**src/rtl/intr_pkg.sv**
```systemverilog
// Shared constants, FSM state type and priority helper for the interrupt arbiter.
package intr_pkg;

  localparam logic [7:0] INTR_MASK_ID = 8'h50;
  localparam logic [7:0] INTR_ACK_ID  = 8'h51;
  localparam logic [7:0] INTR_STAT_ID = 8'h52;
  localparam logic [7:0] INTR_VEC_ID  = 8'h53;

  typedef enum logic [1:0] {
    IDLE     = 2'd0,
    ASSERT   = 2'd1,
    WAIT_ACK = 2'd2
  } intr_state_e;

  // Lowest set bit wins; index 0 is highest priority.
  function automatic logic [2:0] lowest_idx(input logic [7:0] v);
    lowest_idx = 3'd0;
    for (int i = 7; i >= 0; i--) begin
      if (v[i]) lowest_idx = 3'(i);
    end
  endfunction

endpackage

```
**src/rtl/intr_arbiter_if.sv**
```systemverilog
// MCU I/O bus as seen by the interrupt arbiter: port write/read plus interrupt line.
interface intr_arbiter_if;
  logic [7:0] PORT_ID;
  logic [7:0] OUT_PORT;
  logic       IO_STRB;
  logic [7:0] IN_DATA;
  logic       INTERRUPT;

  modport master (output PORT_ID, output OUT_PORT, output IO_STRB,
                  input  IN_DATA, input  INTERRUPT);
  modport slave  (input  PORT_ID, input  OUT_PORT, input  IO_STRB,
                  output IN_DATA, output INTERRUPT);
endinterface

```
**src/rtl/intr_edge_sync.sv**
```systemverilog
// One-bit 2-flop synchronizer with a rising-edge pulse; edges are ignored until
// the pipeline has been refilled after reset so lines high at release do not fire.
module intr_edge_sync (
  input  logic clk,
  input  logic rst_n,
  input  logic d,
  output logic pulse_c
);

  logic       sync1, sync2, sync3;
  logic [2:0] primed;

  always_ff @(posedge clk or negedge rst_n) begin
    if (!rst_n) begin
      sync1  <= 1'b0;
      sync2  <= 1'b0;
      sync3  <= 1'b0;
      primed <= 3'b000;
    end else begin
      sync1  <= d;
      sync2  <= sync1;
      sync3  <= sync2;
      primed <= {primed[1:0], 1'b1};
    end
  end

  assign pulse_c = primed[2] & sync2 & ~sync3;

endmodule

```
**src/rtl/intr_arbiter.sv**
```systemverilog
// Prioritised interrupt arbiter for an 8-bit MCU I/O bus.
// Optional macro INTR_TIMEOUT_EN: WAIT_ACK gives up after TIMEOUT_CYC cycles.
module intr_arbiter
  import intr_pkg::*;
#(
  parameter int unsigned NUM_SRC     = 8,
  parameter int unsigned HOLD_CYC    = 2,
  parameter int unsigned TIMEOUT_CYC = 1024
) (
  input  logic               CLK,
  input  logic               RST_N,
  input  logic [NUM_SRC-1:0] IRQ_IN,
  intr_arbiter_if.slave      bus
);

  localparam int unsigned HOLD_W = (HOLD_CYC > 1) ? $clog2(HOLD_CYC) : 1;

  if (NUM_SRC < 1 || NUM_SRC > 8 || HOLD_CYC < 1 || TIMEOUT_CYC < 1) begin : g_cfg_err
    $error("intr_arbiter: unsupported parameter set");
  end

  logic [NUM_SRC-1:0] edge_pulse, pending, pending_nxt, mask, ack_clr, active;
  logic               mask_wr, ack_wr;
  intr_state_e        state, state_nxt;
  logic [2:0]         vector, vector_nxt;
  logic [HOLD_W-1:0]  hold_cnt, hold_cnt_nxt;
  logic               interrupt_q, interrupt_nxt;
  logic [7:0]         in_data_c;

  for (genvar i = 0; i < int'(NUM_SRC); i++) begin : g_sync
    intr_edge_sync u_sync (
      .clk     (CLK),
      .rst_n   (RST_N),
      .d       (IRQ_IN[i]),
      .pulse_c (edge_pulse[i])
    );
  end

  assign mask_wr     = bus.IO_STRB && (bus.PORT_ID == INTR_MASK_ID);
  assign ack_wr      = bus.IO_STRB && (bus.PORT_ID == INTR_ACK_ID);
  assign ack_clr     = ack_wr ? bus.OUT_PORT[NUM_SRC-1:0] : '0;
  // A new edge in the same cycle as its clear keeps the bit set.
  assign pending_nxt = (pending & ~ack_clr) | edge_pulse;
  assign active      = pending & mask;

  always_ff @(posedge CLK or negedge RST_N) begin
    if (!RST_N) begin
      pending <= '0;
      mask    <= '0;
    end else begin
      pending <= pending_nxt;
      if (mask_wr) mask <= bus.OUT_PORT[NUM_SRC-1:0];
    end
  end

`ifdef INTR_TIMEOUT_EN
  localparam int unsigned TO_W = (TIMEOUT_CYC > 1) ? $clog2(TIMEOUT_CYC) : 1;
  logic [TO_W-1:0] to_cnt, to_cnt_nxt;

  always_ff @(posedge CLK or negedge RST_N) begin
    if (!RST_N) to_cnt <= '0;
    else        to_cnt <= to_cnt_nxt;
  end
`endif

  // Registered FSM state, vector, hold counter and interrupt line.
  always_ff @(posedge CLK or negedge RST_N) begin
    if (!RST_N) begin
      state       <= IDLE;
      vector      <= 3'd0;
      hold_cnt    <= '0;
      interrupt_q <= 1'b0;
    end else begin
      state       <= state_nxt;
      vector      <= vector_nxt;
      hold_cnt    <= hold_cnt_nxt;
      interrupt_q <= interrupt_nxt;
    end
  end

  always_comb begin
    state_nxt     = state;
    vector_nxt    = vector;
    hold_cnt_nxt  = hold_cnt;
    interrupt_nxt = 1'b0;
`ifdef INTR_TIMEOUT_EN
    to_cnt_nxt    = to_cnt;
`endif
    case (state)
      IDLE: begin
        if (|active) begin
          state_nxt     = ASSERT;
          vector_nxt    = lowest_idx(8'(active));
          hold_cnt_nxt  = '0;
          interrupt_nxt = 1'b1;
        end
      end
      ASSERT: begin
        if (hold_cnt == HOLD_W'(HOLD_CYC - 1)) begin
          state_nxt  = WAIT_ACK;
`ifdef INTR_TIMEOUT_EN
          to_cnt_nxt = '0;
`endif
        end else begin
          hold_cnt_nxt  = hold_cnt + HOLD_W'(1);
          interrupt_nxt = 1'b1;
        end
      end
      WAIT_ACK: begin
        if (ack_wr) begin
          state_nxt = IDLE;
        end
`ifdef INTR_TIMEOUT_EN
        else if (to_cnt == TO_W'(TIMEOUT_CYC - 1)) begin
          state_nxt = IDLE;
        end else begin
          to_cnt_nxt = to_cnt + TO_W'(1);
        end
`endif
      end
      default: state_nxt = IDLE;
    endcase
  end

  // Side-effect-free combinational register reads.
  always_comb begin
    in_data_c = 8'h00;
    case (bus.PORT_ID)
      INTR_MASK_ID: in_data_c = 8'(mask);
      INTR_STAT_ID: in_data_c = 8'(active);
      INTR_VEC_ID:  in_data_c = {5'b00000, vector};
      default:      in_data_c = 8'h00;
    endcase
  end

  assign bus.IN_DATA   = in_data_c;
  assign bus.INTERRUPT = interrupt_q;

endmodule

```
**src/flat_wrapper.sv**
```systemverilog
// flat-port wrapper written by rule: the top's interface ports become plain ports
module intr_arbiter_flat import intr_pkg::*;
#(
  parameter int unsigned NUM_SRC     = 8,
  parameter int unsigned HOLD_CYC    = 2,
  parameter int unsigned TIMEOUT_CYC = 1024
)
  (CLK, RST_N, IRQ_IN, bus_PORT_ID, bus_OUT_PORT, bus_IO_STRB, bus_IN_DATA, bus_INTERRUPT);
  intr_arbiter_if bus_i ();
  input  logic CLK;
  input  logic RST_N;
  input  logic [NUM_SRC-1:0] IRQ_IN;
  input wire logic [$bits(bus_i.PORT_ID)-1:0] bus_PORT_ID;
  input wire logic [$bits(bus_i.OUT_PORT)-1:0] bus_OUT_PORT;
  input wire logic [$bits(bus_i.IO_STRB)-1:0] bus_IO_STRB;
  output wire logic [$bits(bus_i.IN_DATA)-1:0] bus_IN_DATA;
  output wire logic [$bits(bus_i.INTERRUPT)-1:0] bus_INTERRUPT;
  assign bus_i.PORT_ID = bus_PORT_ID;
  assign bus_i.OUT_PORT = bus_OUT_PORT;
  assign bus_i.IO_STRB = bus_IO_STRB;
  assign bus_IN_DATA = bus_i.IN_DATA;
  assign bus_INTERRUPT = bus_i.INTERRUPT;
  intr_arbiter #(.NUM_SRC(NUM_SRC), .HOLD_CYC(HOLD_CYC), .TIMEOUT_CYC(TIMEOUT_CYC)) u_core (.CLK(CLK), .RST_N(RST_N), .IRQ_IN(IRQ_IN), .bus(bus_i));
endmodule
```
**config.mk**
```make
export PLATFORM = sky130hd
export DESIGN_NAME = intr_arbiter_flat
export DESIGN_NICKNAME = d
export VERILOG_FILES = /design/src/rtl/intr_pkg.sv /design/src/rtl/intr_arbiter_if.sv /design/src/rtl/intr_edge_sync.sv /design/src/rtl/intr_arbiter.sv /design/src/flat_wrapper.sv
export SDC_FILE = /design/constraint.sdc
export NUM_CORES = 1
export LEC_CHECK = 0
export BUFFER_PORTS_ARGS = -buffer_cell sky130_fd_sc_hd__buf_2
export CAP_MARGIN = 0
export CORE_MARGIN = 2
export CORE_UTILIZATION = 55
export DETAILED_ROUTE_END_ITERATION = 6
export PLACE_DENSITY_LB_ADDON = 0.15
export SYNTH_ARGS = -nofsm -noshare
export SYNTH_HDL_FRONTEND = slang
export SYNTH_SLANG_ARGS = --single-unit
```
**constraint.sdc**
```tcl
create_clock -name CLK -period 2.5 [get_ports CLK]
set_clock_uncertainty 0.1 [all_clocks]
set_input_delay 0.25 -clock CLK [delete_from_list [all_inputs] [get_ports CLK]]
set_output_delay 0.25 -clock CLK [all_outputs]
set_load 0.03 [all_outputs]
```
==> impl_results.md, run 1 <==
- Placer Congestion: 0.844
- Syn Std Cell Area: 0.00189 mm2
- FF+latch count, synth: 50
- First drt pass iteration count: 4
- Synthesis Warnings: 0
- Slew HR: 0.617
- CP Max Fanout: 5
- FF-to-FF End: u_core.vector[0]$_DFFE_PN0P_
- Cells after Synth: 147
- Post-CTS Resized: 0
- Initial core utilization: 0.570
- Hold Path Depth: 2
- Final period utilization: 0.741
- Num Clock Sinks: 50
- RSZ-0062 raised after global routing: false
- Setup violations, final: 0
- Vias per inst: 5.38
- Area grow syn2layout: 19.8%
- Via count: 1296
- Fin area: 0.00226 mm2
- Clk Latency, worst-skew pair: 350 ps
- Clk buf depth: 2
- Critical Path, Cell by Cell: buf_2 > nor4b_4 > nand3b_2 > nor2_1 > and3_1 > buf_2
- Final HPWL DP: 2.43 mm
- First-pass GRT wire length: 6.07 mm
- Die W: 62.6 um
- EDFF count, synth: 0
- Post-Syn Nets: 174
- Flop pwr share: 0.627
- Top cells by count, synth: dfrtp_1 (50), nand2_1 (24)
- Initial antenna violation count: 0
- Post-CTS Setup Bufs: 0
- Synth top area cells: dfrtp_1 (66%), mux2_2 (4.8%), nand2_1 (4.8%)
- Overall global routing resource usage: 0.201
- Crit. End Element: output pin
- Setup WS post-layout: 649 ps
- Clk network pwr share: 0.229
- Sequential fraction of the synthesis area: 0.663
- Area after DPL: 0.00212 mm2
- Cts bufs inserted: 5
- Share of post-route cells with drive strength above 1: 0.277
- Die Span Y: 62.6 um
- Largest net degree at the start of global routing: 26
- Peak supply drop: 0.405 mV
- Sw Share: 0.258
- # DRC: 0
- Final-stage net count: 223
- Critical path launch point type: primary input
- Vias in the first global route: 1433
- Crit Path Category: in2out
- CP dominant cell by count: buf_2
- Final hold vios: 0
- Worst hold start: bus_OUT_PORT[3]
- Most common flop cell mapped by yosys: dfrtp_1
- I/O Buffers: 35
- Slew Limit Fails: 0
- Logic pwr share: 0.144
- Core area: 0.00331 mm2
- Fin util: 0.683
- Total power: 0.00150 W
- Row count: 21
- Clock transition at the registers of the reported paths: 130 ps
- CP max stage cell: nor4b_4
- DIE AREA: 0.00392 mm2
- Max incr delay on CP: 290 ps
- Lkg Pwr: 1.06 nW
- H-tree depth: 2
- Least-Margin Pin Slew: 572 ps
- Drt initial violations: 86
- Antenna Nets Post-Route: 0
- Post-synth top area cell: dfrtp_1
- Reg2reg setup slack: 1040 ps
- Status: finished, final reports clean
- Async set or reset register ratio after synthesis: 1.00
- Io pins: 36
- Pre-CTS setup slack: 424 ps
- Clk Tree Root Cell: clkbuf_4
- Worst Path Arrival: 1500 ps
- End of the worst hold path: u_core.mask[3]$_DFFE_PN0P_
- Top-area cell type share of the netlist area: 0.663
- WL per Instance: 13.9 um
- Max Cap Violations: 0
- NetSw: 0.000386 W
- Cell Pwr Density: 662 mW/mm2
- Distinct cells, synth: 26
- Ant diodes: 0
- GRT overflow: 0
- Worst R2R Path Depth: 4
- Worst R2R Start: u_core.pending[3]$_DFF_PN0_
- HP Class: in2reg
- Syn_area_per_cell: 12.8 um2
- Min cycle time layout: 1850 ps
- Setup TNS Final: 0 ps
- Worst Path Required: 2150 ps
- TritonCTS clock tree: built
- Total Wirelength: 3.36 mm
- Most common cell in the netlist: dfrtp_1
- Achievable frequency: 540 MHz
- Internal power: 0.00111 W
==> critical path: cells and delay by family <==
| family | cells | cell delay, ps |
|---|---|---|
| AND/OR/NAND/NOR | 4 | 940 |
| buffers and inverters | 2 | 310 |
==> cell type report <==
| cell class | instances | area, um2 |
|---|---|---|
| fill | 263 | 1050 |
| sequential | 50 | 1250 |
| multi-input combinational | 91 | 614 |
| clock buffer | 6 | 51.3 |
| tap | 46 | 57.6 |
| inverter | 2 | 7.51 |
| timing repair buffer | 46 | 280 |
==> routing by layer <==
metal | up-vias | wire, um | GRT usage | part of all wire
met1 | 634 | 1410 | 0.234 | 0.42
li1 | 620 | - | - | -
met5 | - | 0 | 0 | 0
met4 | 0 | 51 | 0.0944 | 0.015
met2 | 35 | 1750 | 0.355 | 0.52
met3 | 7 | 154 | 0.0414 | 0.046
==> sequential cells by signal (all words and copies together), names as in the netlist <==
register,count
u_core.bus.INTERRUPT,1
u_core.g_sync.u_sync.primed,3
u_core.g_sync.u_sync.sync1,8
u_core.g_sync.u_sync.sync2,8
u_core.g_sync.u_sync.sync3,8
u_core.hold_cnt,1
u_core.mask,8
u_core.pending,8
u_core.state,2
u_core.vector,3
==> power groups by stage <==
| stage | Sequential, W | Clock, W | Combinational (W) |
|---|---|---|---|
| global placement | 0.000954 | 0 | 0.000193 |
| global route | 0.000953 | 0.000388 | 0.000244 |
| detailed placement | 0.000957 | 0 | 0.000205 |
| CTS | 0.000941 | 0.000360 | 0.000217 |
| floorplan | 0.000955 | 0 | 0.000124 |
| finish | 0.000940 | 0.000343 | 0.000215 |
==> kinds of logic (layout without fill, tap and decap cells) <==
group                  Yosys count  count (layout)  synth area share
AO/OA/AOI/OAI                   30              30             0.114
other                            1               1           0.00199
buffers and inverters            6              54            0.0119
multiplexers                     8               8            0.0477
flip-flops                      50              50             0.663
AND/OR/NAND/NOR                 52              52             0.162
==> cell usage in the layout (no fill, tap or decap), drive strengths merged <==
cell type / Yosys / routed
a31oi: 1 / 1
nand4: 1 / 1
nand2: 24 / 24
nand3b: 4 / 4
buf: 1 / 37
mux2: 8 / 8
a22o: 1 / 1
nor4b: 2 / 2
nand3: 4 / 4
nor2: 2 / 2
o2bb2ai: 8 / 8
o31ai: 1 / 1
a32o: 2 / 2
a22oi: 5 / 5
and3: 5 / 5
o21ai: 3 / 3
a21oi: 8 / 8
conb: 1 / 1
clkbuf: 3 / 6
a222oi: 1 / 1
and3b: 1 / 1
nand2b: 8 / 8
and4b: 1 / 1
inv: 2 / 2
dlygate4sd3: 0 / 9
dfrtp: 50 / 50
==> worst max path at each step <==
stage	startpoint	end	slack (ps)
floorplan	bus_PORT_ID[3]	u_core.mask[0]$_DFFE_PN0P_	740
global placement	bus_PORT_ID[3]	u_core.mask[5]$_DFFE_PN0P_	510
detailed placement	bus_PORT_ID[3]	u_core.mask[7]$_DFFE_PN0P_	420
CTS	bus_PORT_ID[3]	bus_IN_DATA[7]	640
global route	bus_PORT_ID[3]	bus_IN_DATA[7]	590
finish	bus_PORT_ID[3]	bus_IN_DATA[4]	650
==> through the flow <==
step,hold slack [ps],std cells
6_report,36.0,241
5_1_grt,21.0,241
4_1_cts,22.4,241
3_3_place_gp,155,226
3_5_place_dp,165,226
2_1_floorplan,-146,147
==> timing repair <==
item / 4_1_cts / 5_1_grt
hold buffers: 9 / 0
hold endpoints to repair: 58 / 0
setup endpoints to repair: 0 / 0
No activity file was read; power rests on OpenSTA's default activity.
==> run 2: changes to the inputs <==
- CORE_UTILIZATION: 55 -> 48
- clock period: 2.5 -> 1.55 ns (I/O delays scaled with it)
==> run 2 against run 1 <==
Clock power increased by 120%. Hold slack lost 22 ps. Utilization grew 0.46 points. Non-clock buffer count grew 13. Register-to-register slack lost 870 ps. Sequential cell count did not move. Die area increased by 14%. Combinational power up 87%. Via count is 6.5% higher. Global-route usage is 0.99 points lower. Cell count is 7.1% higher. First-iteration DRC count up 5.8%. Critical endpoint is now u_core.mask[2]$_DFFE_PN0P_.
==> impl_results.md, run 2 (synthesis results as in run 1) <==
- First drt pass iteration count: 4
- Num Clock Sinks: 50
- Clk Latency, worst-skew pair: 290 ps
- Lkg Pwr: 1.17 nW
- Crit. End Element: flop
- FF/Latch Area: 0.00125 mm2
- DIE AREA: 0.00445 mm2
- Worst Path Required: 1630 ps
- Worst setup path end: u_core.mask[2]$_DFFE_PN0P_
- Vias in the first global route: 1331
- Die W: 66.7 um
- Io pins: 36
- RSZ-0062 raised after global routing: true
- Max Cap Violations: 0
- Post-Place Cells: 235
- GRT overflow: 0
- Via count: 1380
- CP Max Fanout: 8
- Slew Limit Fails: 0
- Crit-path leading delay family: simple AND/OR/NAND/NOR gates
- Cts bufs inserted: 5
- Multi-input gate area: 684 um2
- Clock transition at the registers of the reported paths: 80 ps
- Layout Cells excl Fill: 258
- Largest net degree at the start of global routing: 34
- Min cycle time layout: 1500 ps
- TritonCTS clock tree: built
- Vias per inst: 5.35
- Final HPWL DP: 2.58 mm
- Critical Path, Cell by Cell: buf_6 > nor4b_4 > nand3b_4 > buf_6 > nor4b_4 > buf_6 > mux2_4
- Clk network pwr share: 0.283
- CP max stage cell: nor4b_4
- Worst R2R Path Depth: 4
- HP Class: in2reg
- Total Wirelength: 3.89 mm
- NetSw: 0.000694 W
- Achievable frequency: 667 MHz
- Initial core utilization: 0.508
- Status: finished, final reports clean
- Critical path startpoint: bus_PORT_ID[3]
- Area after DPL: 0.00219 mm2
- Clk Tree Root Cell: clkbuf_8
- Fillers: 289
- Max incr delay on CP: 320 ps
- Fin area: 0.00256 mm2
- Sw Share: 0.259
- Most common cell after layout, fill and taps aside: dfrtp_1
- # DRC: 0
- Area grow syn2layout: 35.4%
- Ant diodes: 0
- Placer Congestion: 0.810
- Logic pwr share: 0.150
- Worst Path Arrival: 1580 ps
- Pre-CTS setup slack: -161 ps
- Antenna Nets Post-Route: 0
- WL per Instance: 15.1 um
- H-tree depth: 2
- Share of post-route cells with drive strength above 1: 0.348
- Final-stage net count: 236
- WP buf/inv: 3
- Row count: 22
- Peak supply drop: 0.740 mV
- Reg2reg setup slack: 170 ps
- Worst R2R Start: u_core.pending[5]$_DFF_PN0_
- Setup violations, final: 0
- Initial antenna violation count: 0
- Internal power: 0.00199 W
- FF-to-FF End: u_core.bus.INTERRUPT$_DFF_PN0_
- Setup TNS Final: 0 ps
- Die Span Y: 66.7 um
- Final hold vios: 0
- Flop pwr share: 0.567
- Clk buf depth: 2
- CP dominant cell by count: buf_6
- Final period utilization: 0.967
- Drt initial violations: 91
- Overall global routing resource usage: 0.191
- WP depth: 7
- First-pass GRT wire length: 6.13 mm
- I/O Buffers: 35
- Setup WS post-layout: 51.5 ps
- Hold_ws: 14.0 ps
- Core area: 0.00372 mm2
- Crit Path Category: in2reg
- Critical path launch point type: primary input
- Most frequent cells in the layout: dfrtp_1 (49), buf_2 (25), nand2_1 (24)
- Cell Pwr Density: 1050 mW/mm2
-- run 2: cell types whose count changed in the layout (fill, tap and decap cells not counted), sizes merged --
cell         before  now
clkbuf            6    7
clkinv            0    1
dlygate4sd3       9   12
buf              37   47
-- run 2: metrics by stage --
step	total power, W	util
CTS	0.00269	0.646
floorplan	0.00174	-
finish	0.00268	0.688
detailed placement	0.00191	0.589
global placement	0.00188	0.589
global route	0.00284	0.688
-- run 2: how the worst min path moves through the flow --
stage | startpoint | to | slack, ps | cells past startpoint
global placement | RST_N | u_core.g_sync[6].u_sync.sync2$_DFF_PN0_ | 1 | 1
detailed placement | RST_N | u_core.g_sync[6].u_sync.sync2$_DFF_PN0_ | 20 | 1
floorplan | RST_N | u_core.bus.INTERRUPT$_DFF_PN0_ | -240 | 0
global route | bus_OUT_PORT[1] | u_core.mask[1]$_DFFE_PN0P_ | 4 | 2
finish | bus_OUT_PORT[3] | u_core.mask[3]$_DFFE_PN0P_ | 10 | 2
CTS | bus_OUT_PORT[7] | u_core.mask[7]$_DFFE_PN0P_ | 1 | 2
-- run 2: timing repair --
action	CTS	global route
setup endpoints to repair	5	16
pin swaps	2	3
hold endpoints to repair	25	3
gates resized for setup	6	33
hold buffers	9	3
buffers inserted	1	2
-- run 2: area by class of cell --
class	count	area share
sequential	50	0.490
clock inverter	1	0.00196
clock buffer	7	0.0338
multi-input combinational	91	0.268
inverter	2	0.00294
tap	48	0.0235
timing repair buffer	59	0.180
-- run 2: power groups by stage --
stage | clock network [W] | logic, W | registers, W
floorplan | 0 | 0.000199 | 0.00154
global placement | 0 | 0.000343 | 0.00154
detailed placement | 0 | 0.000366 | 0.00155
CTS | 0.000784 | 0.000387 | 0.00152
global route | 0.000845 | 0.000455 | 0.00154
finish | 0.000759 | 0.000402 | 0.00152
-- run 2: routing by layer --
metal | wire, um | global-route usage | up-vias | part of all wire
li1 | - | - | 649 | -
met1 | 1690 | 0.245 | 685 | 0.44
met2 | 1930 | 0.309 | 40 | 0.50
met3 | 187 | 0.0507 | 6 | 0.048
met4 | 70 | 0.0765 | 0 | 0.018
met5 | 0 | 0 | - | 0
